<file path="config.mk">
export PLATFORM = sky130hd
export DESIGN_NAME = mem_port_arbiter_flat
export DESIGN_NICKNAME = d
export VERILOG_FILES = /design/src/rtl/mem_port_arbiter_pkg.sv /design/src/rtl/mem_port_arbiter_if.sv /design/src/rtl/mem_port_arbiter_lane_align.sv /design/src/rtl/mem_port_arbiter.sv /design/src/flat_wrapper.sv
export SDC_FILE = /design/constraint.sdc
export NUM_CORES = 1
export LEC_CHECK = 0
export CAP_MARGIN = 20
export CORE_AREA = 5 5 97 99
export DETAILED_ROUTE_END_ITERATION = 10
export DIE_AREA = 0 0 102 104
export PLACE_DENSITY_LB_ADDON = 0.15
export SYNTH_ARGS = -nofsm -noshare
export SYNTH_HDL_FRONTEND = slang
export SYNTH_SLANG_ARGS = --single-unit
</file>
<file path="constraint.sdc">
create_clock -name clk -period 2.1 [get_ports clk]
set_input_delay 0.42 -clock clk [delete_from_list [all_inputs] [get_ports clk]]
set_output_delay 0.42 -clock clk [all_outputs]
set_load 0.02 [all_outputs]
</file>
<file path="src/rtl/mem_port_arbiter_pkg.sv">
// rtl/mem_port_arbiter_pkg.sv - shared op/size codes and return-tag type for mem_port_arbiter
package mem_pkg;

    typedef enum logic [1:0] {
        MEM_DISABLE   = 2'b00,
        MEM_READ_SEXT = 2'b01,
        MEM_READ_ZEXT = 2'b10,
        MEM_WRITE     = 2'b11
    } mem_op_e;

    typedef enum logic [1:0] {
        BYTE      = 2'b00,
        HALFWORD  = 2'b01,
        WORD      = 2'b10,
        SIZE_RSVD = 2'b11
    } mem_size_e;

    typedef enum logic {
        OWNER_I = 1'b0,
        OWNER_D = 1'b1
    } owner_e;

    // Everything the response cycle needs, captured in the grant cycle.
    typedef struct packed {
        owner_e    owner;
        logic      isRead;
        logic      err;
        logic      sext;
        mem_size_e size;
        logic [1:0] addrLo;
    } ret_tag_t;

    function automatic logic isBadAccess(input mem_size_e size, input logic [1:0] addrLo);
        logic bad;
        case (size)
            BYTE:     bad = 1'b0;
            HALFWORD: bad = addrLo[0];
            WORD:     bad = |addrLo;
            default:  bad = 1'b1;
        endcase
        return bad;
    endfunction

endpackage

</file>
<file path="src/rtl/mem_port_arbiter_if.sv">
// rtl/mem_port_arbiter_if.sv - core-side fetch (I) and load/store (D) port bundle
interface mem_port_arbiter_if;
    logic        i_req;
    logic [31:0] i_addr;
    logic        i_gnt;
    logic        i_rvalid;
    logic [31:0] i_rdata;

    logic        d_req;
    logic [1:0]  d_op;
    logic [1:0]  d_size;
    logic [31:0] d_addr;
    logic [31:0] d_wdata;
    logic        d_gnt;
    logic        d_rvalid;
    logic [31:0] d_rdata;
    logic        d_err;

    modport master (
        output i_req, i_addr, d_req, d_op, d_size, d_addr, d_wdata,
        input  i_gnt, i_rvalid, i_rdata, d_gnt, d_rvalid, d_rdata, d_err
    );

    modport slave (
        input  i_req, i_addr, d_req, d_op, d_size, d_addr, d_wdata,
        output i_gnt, i_rvalid, i_rdata, d_gnt, d_rvalid, d_rdata, d_err
    );
endinterface

</file>
<file path="src/rtl/mem_port_arbiter_lane_align.sv">
// rtl/mem_port_arbiter_lane_align.sv - byte-lane steering; LOAD=0 builds store lanes, LOAD=1 extracts and extends
module mem_lane_align
    import mem_pkg::*;
#(
    parameter bit LOAD = 1'b0
) (
    input  mem_size_e   size,
    input  logic [1:0]  addrLo,
    input  logic        sext,
    input  logic [31:0] dataIn,
    output logic [31:0] dataOut,
    output logic [3:0]  byteEn
);

    if (LOAD) begin : gLoad
        logic [7:0]  pickByte;
        logic [15:0] pickHalf;

        always_comb begin
            pickByte = dataIn[{addrLo, 3'b000} +: 8];
            pickHalf = addrLo[1] ? dataIn[31:16] : dataIn[15:0];
            case (size)
                BYTE:     dataOut = {{24{sext & pickByte[7]}}, pickByte};
                HALFWORD: dataOut = {{16{sext & pickHalf[15]}}, pickHalf};
                default:  dataOut = dataIn;
            endcase
        end

        assign byteEn = 4'b0000;
    end else begin : gStore
        wire unusedSext = sext;

        // Replicate the right-justified data so whichever lane is enabled sees it.
        always_comb begin
            byteEn  = 4'b0000;
            dataOut = 32'h0;
            case (size)
                BYTE: begin
                    byteEn  = 4'b0001 << addrLo;
                    dataOut = {4{dataIn[7:0]}};
                end
                HALFWORD: begin
                    byteEn  = addrLo[1] ? 4'b1100 : 4'b0011;
                    dataOut = {2{dataIn[15:0]}};
                end
                WORD: begin
                    byteEn  = 4'b1111;
                    dataOut = dataIn;
                end
                default: begin
                    byteEn  = 4'b0000;
                    dataOut = 32'h0;
                end
            endcase
        end
    end

endmodule

</file>
<file path="src/rtl/mem_port_arbiter.sv">
// rtl/mem_port_arbiter.sv - I/D arbiter for one sync RAM; MEM_ARB_STARVE_GUARD_EN enables the I starvation guard
module mem_port_arbiter
    import mem_pkg::*;
#(
    parameter int RAM_AW     = 12,
    parameter int STARVE_MAX = 4
) (
    input  logic              clk,
    input  logic              rst,
    mem_port_arbiter_if.slave bus,
    output logic              ram_en,
    output logic [3:0]        ram_we,
    output logic [RAM_AW-1:0] ram_addr,
    output logic [31:0]       ram_wdata,
    input  logic [31:0]       ram_rdata
);

    mem_op_e   dOp;
    mem_size_e dSize;
    logic      iEff, dEff, dBad, dGood, dWrite, forceI, iGnt, dGnt;
    ret_tag_t  tag;
    logic [31:0] storeData, loadData;
    logic [3:0]  storeBe, unusedLoadBe;

    wire unusedAddrBits = ^{bus.i_addr[1:0], bus.i_addr[31:RAM_AW+2], bus.d_addr[31:RAM_AW+2]};

    assign dOp    = mem_op_e'(bus.d_op);
    assign dSize  = mem_size_e'(bus.d_size);
    assign iEff   = bus.i_req;
    assign dEff   = bus.d_req && (dOp != MEM_DISABLE);
    assign dBad   = isBadAccess(dSize, bus.d_addr[1:0]);
    assign dWrite = (dOp == MEM_WRITE);

`ifdef MEM_ARB_STARVE_GUARD_EN
    localparam int CW = $clog2(STARVE_MAX + 1);
    logic [CW-1:0] starveCnt;

    assign forceI = iEff && (starveCnt == CW'(STARVE_MAX));

    always_ff @(posedge clk or posedge rst) begin
        if (rst) begin
            starveCnt <= '0;
        end else if (!iEff || iGnt) begin
            starveCnt <= '0;
        end else if (starveCnt != CW'(STARVE_MAX)) begin
            starveCnt <= starveCnt + 1'b1;
        end
    end
`else
    localparam int unusedStarveMax = STARVE_MAX;
    assign forceI = 1'b0;
`endif

    // A granted bad D access still owns the cycle, so I cannot slip in behind it.
    assign dGnt  = dEff && !forceI;
    assign iGnt  = iEff && !dGnt;
    assign dGood = dGnt && !dBad;

    assign bus.i_gnt = iGnt;
    assign bus.d_gnt = dGnt;

    mem_lane_align #(.LOAD(1'b0)) uStoreAlign (
        .size    (dSize),
        .addrLo  (bus.d_addr[1:0]),
        .sext    (1'b0),
        .dataIn  (bus.d_wdata),
        .dataOut (storeData),
        .byteEn  (storeBe)
    );

    always_comb begin
        ram_en    = iGnt || dGood;
        ram_we    = 4'b0000;
        ram_wdata = 32'h0;
        ram_addr  = '0;
        if (iGnt) begin
            ram_addr = bus.i_addr[RAM_AW+1:2];
        end else if (dGood) begin
            ram_addr = bus.d_addr[RAM_AW+1:2];
            if (dWrite) begin
                ram_we    = storeBe;
                ram_wdata = storeData;
            end
        end
    end

    always_ff @(posedge clk or posedge rst) begin
        if (rst) begin
            tag <= '0;
        end else begin
            tag.owner  <= dGnt ? OWNER_D : OWNER_I;
            tag.isRead <= iGnt || (dGood && !dWrite);
            tag.err    <= dGnt && dBad;
            tag.sext   <= (dOp == MEM_READ_SEXT);
            tag.size   <= dSize;
            tag.addrLo <= bus.d_addr[1:0];
        end
    end

    mem_lane_align #(.LOAD(1'b1)) uLoadAlign (
        .size    (tag.size),
        .addrLo  (tag.addrLo),
        .sext    (tag.sext),
        .dataIn  (ram_rdata),
        .dataOut (loadData),
        .byteEn  (unusedLoadBe)
    );

    assign bus.i_rvalid = tag.isRead && (tag.owner == OWNER_I);
    assign bus.d_rvalid = tag.isRead && (tag.owner == OWNER_D);
    assign bus.d_err    = tag.err;
    assign bus.i_rdata  = bus.i_rvalid ? ram_rdata : 32'h0;
    assign bus.d_rdata  = bus.d_rvalid ? loadData : 32'h0;

endmodule

</file>
<file path="src/flat_wrapper.sv">
// flat-port wrapper written by rule: the top's interface ports become plain ports
module mem_port_arbiter_flat import mem_pkg::*;
#(
    parameter int RAM_AW     = 12,
    parameter int STARVE_MAX = 4
)
  (clk, rst, ram_en, ram_we, ram_addr, ram_wdata, ram_rdata, bus_i_req, bus_i_addr, bus_d_req, bus_d_op, bus_d_size, bus_d_addr, bus_d_wdata, bus_i_gnt, bus_i_rvalid, bus_i_rdata, bus_d_gnt, bus_d_rvalid, bus_d_rdata, bus_d_err);
  mem_port_arbiter_if bus_i ();
  input  logic clk;
  input  logic rst;
  output logic ram_en;
  output logic [3:0] ram_we;
  output logic [RAM_AW-1:0] ram_addr;
  output logic [31:0] ram_wdata;
  input  logic [31:0] ram_rdata;
  input wire logic [$bits(bus_i.i_req)-1:0] bus_i_req;
  input wire logic [$bits(bus_i.i_addr)-1:0] bus_i_addr;
  input wire logic [$bits(bus_i.d_req)-1:0] bus_d_req;
  input wire logic [$bits(bus_i.d_op)-1:0] bus_d_op;
  input wire logic [$bits(bus_i.d_size)-1:0] bus_d_size;
  input wire logic [$bits(bus_i.d_addr)-1:0] bus_d_addr;
  input wire logic [$bits(bus_i.d_wdata)-1:0] bus_d_wdata;
  output wire logic [$bits(bus_i.i_gnt)-1:0] bus_i_gnt;
  output wire logic [$bits(bus_i.i_rvalid)-1:0] bus_i_rvalid;
  output wire logic [$bits(bus_i.i_rdata)-1:0] bus_i_rdata;
  output wire logic [$bits(bus_i.d_gnt)-1:0] bus_d_gnt;
  output wire logic [$bits(bus_i.d_rvalid)-1:0] bus_d_rvalid;
  output wire logic [$bits(bus_i.d_rdata)-1:0] bus_d_rdata;
  output wire logic [$bits(bus_i.d_err)-1:0] bus_d_err;
  assign bus_i.i_req = bus_i_req;
  assign bus_i.i_addr = bus_i_addr;
  assign bus_i.d_req = bus_d_req;
  assign bus_i.d_op = bus_d_op;
  assign bus_i.d_size = bus_d_size;
  assign bus_i.d_addr = bus_d_addr;
  assign bus_i.d_wdata = bus_d_wdata;
  assign bus_i_gnt = bus_i.i_gnt;
  assign bus_i_rvalid = bus_i.i_rvalid;
  assign bus_i_rdata = bus_i.i_rdata;
  assign bus_d_gnt = bus_i.d_gnt;
  assign bus_d_rvalid = bus_i.d_rvalid;
  assign bus_d_rdata = bus_i.d_rdata;
  assign bus_d_err = bus_i.d_err;
  mem_port_arbiter #(.RAM_AW(RAM_AW), .STARVE_MAX(STARVE_MAX)) u_core (.clk(clk), .rst(rst), .bus(bus_i), .ram_en(ram_en), .ram_we(ram_we), .ram_addr(ram_addr), .ram_wdata(ram_wdata), .ram_rdata(ram_rdata));
endmodule
</file>
Word level (Yosys, flattened, before mapping)
Index checks and enable logic that the tools add are counted.
Operators by class
  add/subtract/negate cells: 0
  $mul: 0
  div/mod/pow operators: 0
  $lt $le $gt $ge: 0
  eq/ne operators: 5
  shifts and indexed selects: 2
  mux-type cells: 17
  bitwise operators: 3
  reduce and logical (&&, ||, !) cells: 16
Operators with widths (number)
  2-to-1 mux 32 bit: 5
  case mux 32 bit (3 select lines): 1
  case mux 32 bit (2 select lines): 1
  variable part select 32 x 6 -> 8 bit: 1
  2-to-1 mux 12 bit: 2
  2-to-1 mux 16 bit: 1
  2-to-1 mux 4 bit: 4
  case mux 4 bit (3 select lines): 1
  logical AND 1 bit: 7
  equality test 2 x 1 -> 1 bit, second input constant: 3
  equality test 2 bit, second input constant: 2
  logical NOT 2 bit: 2
  << shifter 1 x 2 -> 4 bit, first input constant: 1
  logical NOT 1 bit: 3
  case mux 1 bit (3 select lines): 1
  AND 1 bit: 2
  logical OR 1 bit: 2
  nonzero test 2 bit: 1
  OR reduction 2 bit: 1
  2-to-1 mux 1 bit: 1
  inverter 1 bit: 1
Word-level totals
  bits in registers: 8
  latch bits: 0
  RAM bits: 0
  ROM bits: 0
  input port bits: 136
  output and inout port bits: 118
  word-level logic and storage cells: 49
  memories kept: 0

Depth between registers and ports, before layout
Gate-level depths: netlist of the first run.
  depth after elaboration: 6
  depth in mapped cells: 6
  depth with buffers taken out: 4

Hierarchy
Synthesis of the first run repeated with hierarchy kept, for this count alone.
Unflattened totals
  cell total of the unflattened synthesis: 391
  area, all modules: 2504.9 um^2
By module, submodules not included
  mem_port_arbiter: instances 1, cells each 178, area each 1283.7 um^2, seq. area each 200.2 um^2
  mem_lane_align (u_core.uLoadAlign): instances 1, cells each 128, area each 739.5 um^2, seq. area each 0.0 um^2
  mem_lane_align (u_core.uStoreAlign): instances 1, cells each 85, area each 481.7 um^2, seq. area each 0.0 um^2

Worst setup path after synthesis of the first run
OpenSTA, ideal clock, no wires.
  kind: input to output
  from: input port bus_d_size[0]
  to: output port ram_we[0]
  data arrival time: 1.741 ns
  data required time: 1.680 ns
  setup slack: -0.061 ns
  cell stages on the path: 2
  path buffers: 1
  path through: buf_2 a2111oi_0
Between the ends
  cells in the longest elaborated chain, start to end: 6
  elaborated cells on any way between the ends: 10
  classes of those cells: eq/ne: 2; mux: 5; reduce/logical: 3
RTL lines
  start: declaration: line flat_wrapper.sv:20  | input wire logic [$bits(bus_i.d_size)-1:0] bus_d_size;
  equality test 2 bit, or another cell as far along: line mem_port_arbiter_pkg.sv:35, mem_port_arbiter_lane_align.sv:37
  case mux 1 bit (3 select lines): line mem_port_arbiter_pkg.sv:35  | case (size)
  logical NOT 1 bit: line mem_port_arbiter.sv:57  | assign dGood = dGnt && !dBad;
  logical AND 1 bit: line mem_port_arbiter.sv:57
  2-to-1 mux 4 bit (*): line mem_port_arbiter.sv:78  | end else if (dGood) begin
  2-to-1 mux 4 bit (*): line mem_port_arbiter.sv:76  | if (iGnt) begin
  end: declaration: line flat_wrapper.sv:12  | output logic [3:0] ram_we;
Every way passes the cells marked *; elsewhere a longest branch is shown, timed or not.

Worst setup path in the final report of the first run
  from: register u_core.tag[1] (netlist name)
  to: output port bus_d_rdata[15]
Between the ends
  cells in the longest elaborated chain, start to end: 4
  elaborated cells on any way between the ends: 5
  classes of those cells: shift: 1; mux: 3; bitwise: 1
RTL lines
  variable part select 32 x 6 -> 8 bit: line mem_port_arbiter_lane_align.sv:20  | pickByte = dataIn[{addrLo, 3'b000} +: 8];
  AND 1 bit: line mem_port_arbiter_lane_align.sv:23  | BYTE: dataOut = {{24{sext & pickByte[7]}}, pickByte};
  case mux 32 bit (2 select lines) (*): line mem_port_arbiter_lane_align.sv:22  | case (size)
  2-to-1 mux 32 bit (*): line mem_port_arbiter.sv:113  | assign bus.d_rdata = bus.d_rvalid ? loadData : 32'h0;
  end: declaration: line flat_wrapper.sv:28  | output wire logic [$bits(bus_i.d_rdata)-1:0] bus_d_rdata;
Marked as above.

==> results of run 1 <==
## timing repair
action / CTS / global route
endpoints found under the setup margin: 115 / 64
gates cloned: 2 / 0
pin swaps: 11 / 14
setup buffers: 7 / 1
gates resized for setup: 424 / 116
## path summary, 6_finish.rpt
check                              start  depth (start not counted)  slack (ns)         endpoint
worst min-delay path                 rst                          2        0.44    u_core.tag[4]
worst max-delay path       u_core.tag[1]                          6       -0.06  bus_d_rdata[15]
min in group clk           bus_d_size[1]                          2        0.53    u_core.tag[3]
max in group asynchronous            rst                          2        1.43    u_core.tag[2]
## where the power goes
group	total (uW)	internal (uW)	switching, uW
Clock	170	123	47.0
Combinational	959	495	463
Sequential	177	165	12.0
Total	1310	783	522
## placed cells by master, fill, tap and decap left out, types with 3 or more instances in the layout
master	count
clkdlybuf4s50_1	87
buf_4	71
nand2_1	54
dlygate4sd2_1	41
buf_2	36
and2_1	34
buf_6	29
nor2_1	27
a21oi_1	20
inv_1	18
mux2_2	15
nand3_1	13
o21ai_0	11
mux2i_1	10
o21ai_4	9
o21ai_2	8
a22oi_1	7
clkbuf_2	7
a221oi_2	6
buf_12	6
nor3_1	5
o21ai_1	5
dfrtp_1	5
o221ai_2	4
clkdlybuf4s15_2	4
o221ai_1	3
clkbuf_8	3
dfrtp_2	3
## stage by stage
| stage | TNS (ns) | cells | util [%] |
|---|---|---|---|
| floorplan | 0 | 317 | - |
| global placement | -49.76 | 678 | 54.9 |
| detailed placement | -51.21 | 678 | 54.9 |
| CTS | -0.250 | 690 | 54.7 |
| global route | -1.47 | 691 | 57.9 |
| finish | -0.404 | 691 | 57.9 |
## layer usage
layer	wire length, um	vias up
met5	0	-
met4	157	0
met3	1030	18
met2	5500	154
met1	4130	1499
li1	-	1645
## state kept, by name, indices dropped and copies added (netlist names)
name              flops
u_core.tag            7
u_core.bus.d_err      1
## cell type report
cell class                 instances  area (um2)  share of cell area, %
inverter                          21        78.8                   1.61
multi-input combinational        264        1890                   38.5
tap                              108         135                   2.76
sequential                         8         204                   4.16
timing repair buffer             287        2560                   52.2
clock buffer                       3        41.3                  0.842
## kinds of logic after synthesis
group                  Yosys count
AO/OA/AOI/OAI                   86
XOR/XNOR                         1
buffers and inverters           45
flip-flops                       8
multiplexers                    28
AND/OR/NAND/NOR                149
## critical path, stage by stage, from the launching register on
cell and delay (ns):
dfrtp_1 0.39, buf_6 0.12, nand4b_1 0.18, o22a_2 0.24
buf_8 0.15, a221oi_2 0.26, buf_4 0.19
==> results.toml, run 1 <==
[status]
run_status = "finished with violations"
failed_checks = "setup timing"

[synth]
compound_cell_area_share_of_the_yosys_netlist_pct = 26.8
synth.area.mux_share_pct = 16.0
synth_top_area_cells = "and2_1 (11%), nand2_1 (10%), dfrtp_1 (10%)"
synth.net_count = 453
synthFlopType = "dfrtp_1"
yosysTopAreaCellShare_pct = 10.7
synth_enable_flop_cells = 0
synth_area_mm2 = 0.00199
yosysUniqueCellTypes = 41
synthTopCellsByCount = "nand2_1 (54), and2_1 (34), nor2_1 (31)"
synth_top_family_by_area = "simple AND/OR/NAND/NOR gates"
yosys.area_share.xor_xnor_pct = 0.440
synthesis.area_per_instance_um2 = 6.28
yosys.area_share.adder_pct = 0
synthArstFlopShare_pct = 100
post_synth_and_or_nand_nor_area_fraction_pct = 35.6
synthMostInstantiatedCell = "nand2_1"
largest_area_contributor_in_the_netlist = "and2_1"
postSynthCellCount = 317
yosys_register_bits = 8
seq_area_frac_synth_pct = 10.1
yosys_warnings = 0

[timing]
max_slew_vio_count = 0
final_setup_violating_endpoints = 19
fin_ws_ns = -0.0638
period_share_pct = 103
timing.final.hold_violations = 0
worst_hold_slack_ns = 0.436
tightest_slew_ns = 0.475
relSlewSlack_pct = 68.2
rsz0062_at_grt = "true"
max_clock_freq_mhz = 462
period_needed_ns = 2.16

[clocking]
cts.htree.levels = 1
cts-root-to-sink-buffers = 2
numCtsBuffers = 3
cts_root_buf = "clkbuf_8"
tritoncts_num_sinks = 8
clk_pin_slew_worst_paths_ns = 0.04
cts_tree = "yes"
cts_hold_repair.buffers = 0

[detailed_routing]
first_pass_iters = 4
vias_per_cell = 4.80
drtIter0Drc = 65
num_vias = 3316
route.final.wire_length_um = 10800
drt-wirelength-per-cell_um = 15.7
route.antenna.remaining_nets = 0
post-route-drc-count = 0

[layout]
final_net_count = 721
final.fill_count = 804
diodes = 0
area_growth_syn_to_layout_pct = 146
final_design_area_no_fill_mm2 = 0.00490
final_layout_size_suffix_gt1_share_pct = 38.8

[critical_path]
critPathKind = "flip-flop to primary output"
cp_data_required_time_ns = 1.68
critical_path.max_fanout = 7
cp.arrival_ns = 1.74
critical_path.endpoint_type = "primary output"
worst_setup_path_start_kind = "flip-flop"

[pwr]
leakage_uw = 0.00238
power.total_uw = 1310
power_per_cell_area_mw_per_mm2 = 266
vdd_drop_max_mv = 0.147

[floorplan]
die_x_um = 102
coreArea_mm2 = 0.00847
floorplan.die_area_mm2 = 0.0106
fp.dieH_um = 104
boundaryPins = 254
placement_rows = 34
start_util_pct = 23.5

[global_route]
gr-usage-met3_pct = 4.90
gr-usage-all-layers_pct = 18.3
largest_net_degree_at_the_start_of_global_routing = 34
groute.layer.met2.usage_pct = 33.6
globalRoute.busiestLayer = "met2"
gr-total-overflow = 0
number_of_global_route_vias_before_repair = 3260
grt_pass1_wl_um = 16200
grt_antenna_before_repair = 0
global_route.usage.met1_pct = 20.9

[run]
drv.max_cap_violation_count = 0

[place]
detailedPlace.worstSlack_ns = -0.872
place.gp.congestion = 0.831
placed_cell_area_mm2 = 0.00464
numPortBuffers = 215
detailed_place_hpwl_um = 8620

[min_path]
worstHoldPathType = "input pin to asynchronous set/reset pin"
Power figures use the tool's default switching activity.
==> run 2: changes to the inputs <==
--- a/config.mk
+++ b/config.mk
@@ -6,9 +6,10 @@
 export NUM_CORES = 1
 export LEC_CHECK = 0
 export CAP_MARGIN = 20
-export CORE_AREA = 5 5 97 99
+export CORE_AREA = 5 5 96 98
 export DETAILED_ROUTE_END_ITERATION = 10
-export DIE_AREA = 0 0 102 104
+export DIE_AREA = 0 0 101 103
+export DONT_BUFFER_PORTS = 1
 export PLACE_DENSITY_LB_ADDON = 0.15
 export SYNTH_ARGS = -nofsm -noshare
 export SYNTH_HDL_FRONTEND = slang
==> run 2 against run 1 <==
  * The run still ends with setup timing left
  * Total power decreased by 26%
  * Maximum frequency increased by 2.3%
  * Routed wire length decreased by 18%
  * Clock power increased by 5%
  * Hold slack got worse by 0.41 ns
  * Via count decreased by 21%
  * Combinational power decreased by 37%
  * Utilization decreased by 19 points
  * Sequential cell count unchanged
  * Die area decreased by 1.9%
  * Largest power group unchanged
==> results.toml, run 2 (synthesis gave the netlist of run 1 again) <==
[layout]
max_flop_register = "u_core.tag"
area_growth_syn_to_layout_pct = 62.7
final_layout_size_suffix_gt1_share_pct = 43.8
diodes = 0
largest_register_ff_count = 7
final_net_count = 544
mostFrequentLayoutCells = "buf_4 (81), nand2_1 (54), and2_1 (33), nor2_1 (29)"
most_frequent_standard_cell_in_the_layout_excluding_fill_and_tap_cells = "buf_4"

[critical_path]
critical_path.cell_chain = "nor2_1, mux2i_4, buf_6, o21ai_2, buf_6"
critical_path.startpoint = "u_core.tag[2]"
worst_setup_path_start_kind = "flip-flop"
critical_path.endpoint_type = "primary output"
critical_path.max_fanout = 8
cp.arrival_ns = 1.70
crit_buf_inv = 2
critPathKind = "flip-flop to primary output"
cp_slowest_cell = "dfrtp_1"
critical-path-top-delay-family = "flip-flops"
crit_top_cell = "buf_6"
max_stage_delay_ns = 0.48
cp_data_required_time_ns = 1.68

[detailed_routing]
met3_wire_length_um = 812
highest-signal-layer = "met4"
first_pass_iters = 4
num_vias = 2627
post-route-drc-count = 0
route.antenna.remaining_nets = 0
drtIter0Drc = 43
vias_per_cell = 5.11
dr_wl_met2_um = 4620
wl_met1_um = 3360
route.final.wire_length_um = 8840
drt-wirelength-per-cell_um = 17.2

[global_route]
number_of_global_route_vias_before_repair = 2392
largest_net_degree_at_the_start_of_global_routing = 25
gr-usage-all-layers_pct = 14.9
grt_pass1_wl_um = 12500
gr-total-overflow = 0
grt_antenna_before_repair = 0

[status]
failed_checks = "setup timing"
run_status = "finished with violations"

[timing]
rsz0062_at_grt = "true"
fin_ws_ns = -0.0160
timing.final.hold_violations = 0
relSlewSlack_pct = 67.3
max_slew_vio_count = 0
period_needed_ns = 2.12
tightest_slew_ns = 0.490
max_clock_freq_mhz = 473
final_setup_violating_endpoints = 17
total_negative_setup_slacks_ns = -0.130
period_share_pct = 101

[pwr]
clock_power_share_pct = 18.5
power_per_cell_area_mw_per_mm2 = 298
leakage_uw = 0.00146
switching_power_uw = 422
vdd_drop_max_mv = 0.181
seqPwrFrac_pct = 18.6
p_int_uw = 544
sw_frac_of_total_pct = 43.6
comb_power_share_pct = 63.0

[clocking]
clk_pin_slew_worst_paths_ns = 0.04
cts_root_buf = "clkbuf_8"
cts_tree = "yes"
numCtsBuffers = 3
cts.htree.levels = 1
tritoncts_num_sinks = 8
cts-root-to-sink-buffers = 2

[floorplan]
boundaryPins = 254
placement_rows = 34
fp.dieH_um = 103
floorplan.die_area_mm2 = 0.0104
start_util_pct = 23.8
die_x_um = 101
coreArea_mm2 = 0.00838

[min_path]
worstHoldPathType = "input pin to asynchronous set/reset pin"

[run]
drv.max_cap_violation_count = 0

[place]
numPortBuffers = 0
detailedPlace.worstSlack_ns = 0.0936
place.gp.congestion = 0.783
detailed_place_hpwl_um = 6910
==> run 2: what timing repair did <==
item | in CTS | in global routing
setup buffers | 6 | 7
endpoints found under the setup margin | 31 | 32
resized for setup | 57 | 29
gates cloned | 1 | 0
hold buffers | 0 | 0
pin swaps | 21 | 4
==> run 2: final timing paths <==
path                                    end  slack [ns]  cells past startpoint
max                         bus_d_rdata[27]       -0.02                      5
min                        u_core.bus.d_err        0.03                      1
max in group asynchronous     u_core.tag[0]        1.81                      1
min in group clk              u_core.tag[3]        0.23                      0
==> run 2: layout make-up <==
cell class              instances  area (um2)
flip-flops and latches          8         203
multi-input cells             264        1820
well taps                     108         135
fillers                       885        5140
inverters                      21        78.8
repair buffers                110         963
clock buffers                   3        41.3
==> run 2: metal layers <==
metal | global-route usage (%) | up-vias
li1 | - | 1284
met1 | 18.8 | 1208
met2 | 27.1 | 133
met3 | 2.77 | 2
met4 | 1.64 | 0
met5 | 0 | -
==> run 2: power groups by stage <==
| stage | Combinational, uW | Sequential [uW] | Clock [uW] |
|---|---|---|---|
| 6_report | 608 | 179 | 178 |
| 5_1_grt | 655 | 181 | 195 |
| 4_1_cts | 595 | 179 | 187 |
| 3_5_place_dp | 531 | 180 | 0 |
| 3_3_place_gp | 525 | 180 | 0 |
| 2_1_floorplan | 382 | 174 | 0 |
==> run 2: per-stage QoR <==
| step | hold slack, ns | power (uW) | utilization, % | instances | cell area, um2 |
|---|---|---|---|---|---|
| 2_1_floorplan | 0.236 | 556 | - | 317 | 1990 |
| 3_3_place_gp | 0.267 | 705 | 32.8 | 498 | 2750 |
| 3_5_place_dp | 0.273 | 712 | 33.0 | 499 | 2770 |
| 4_1_cts | 0.0314 | 961 | 36.9 | 509 | 3090 |
| 5_1_grt | 0.0485 | 1030 | 38.6 | 514 | 3240 |
| 6_report | 0.0307 | 966 | 38.6 | 514 | 3240 |
==> run 3: changes to the inputs <==
--- a/config.mk
+++ b/config.mk
@@ -7,6 +7,7 @@
 export LEC_CHECK = 0
 export CAP_MARGIN = 20
 export CORE_AREA = 5 5 96 98
+export CTS_BUF_LIST = sky130_fd_sc_hd__clkbuf_8 sky130_fd_sc_hd__clkbuf_16
 export DETAILED_ROUTE_END_ITERATION = 10
 export DIE_AREA = 0 0 101 103
 export DONT_BUFFER_PORTS = 1
==> results of run 3 <==
No change in the layout: final DEF, timing and power equal those of run 2.
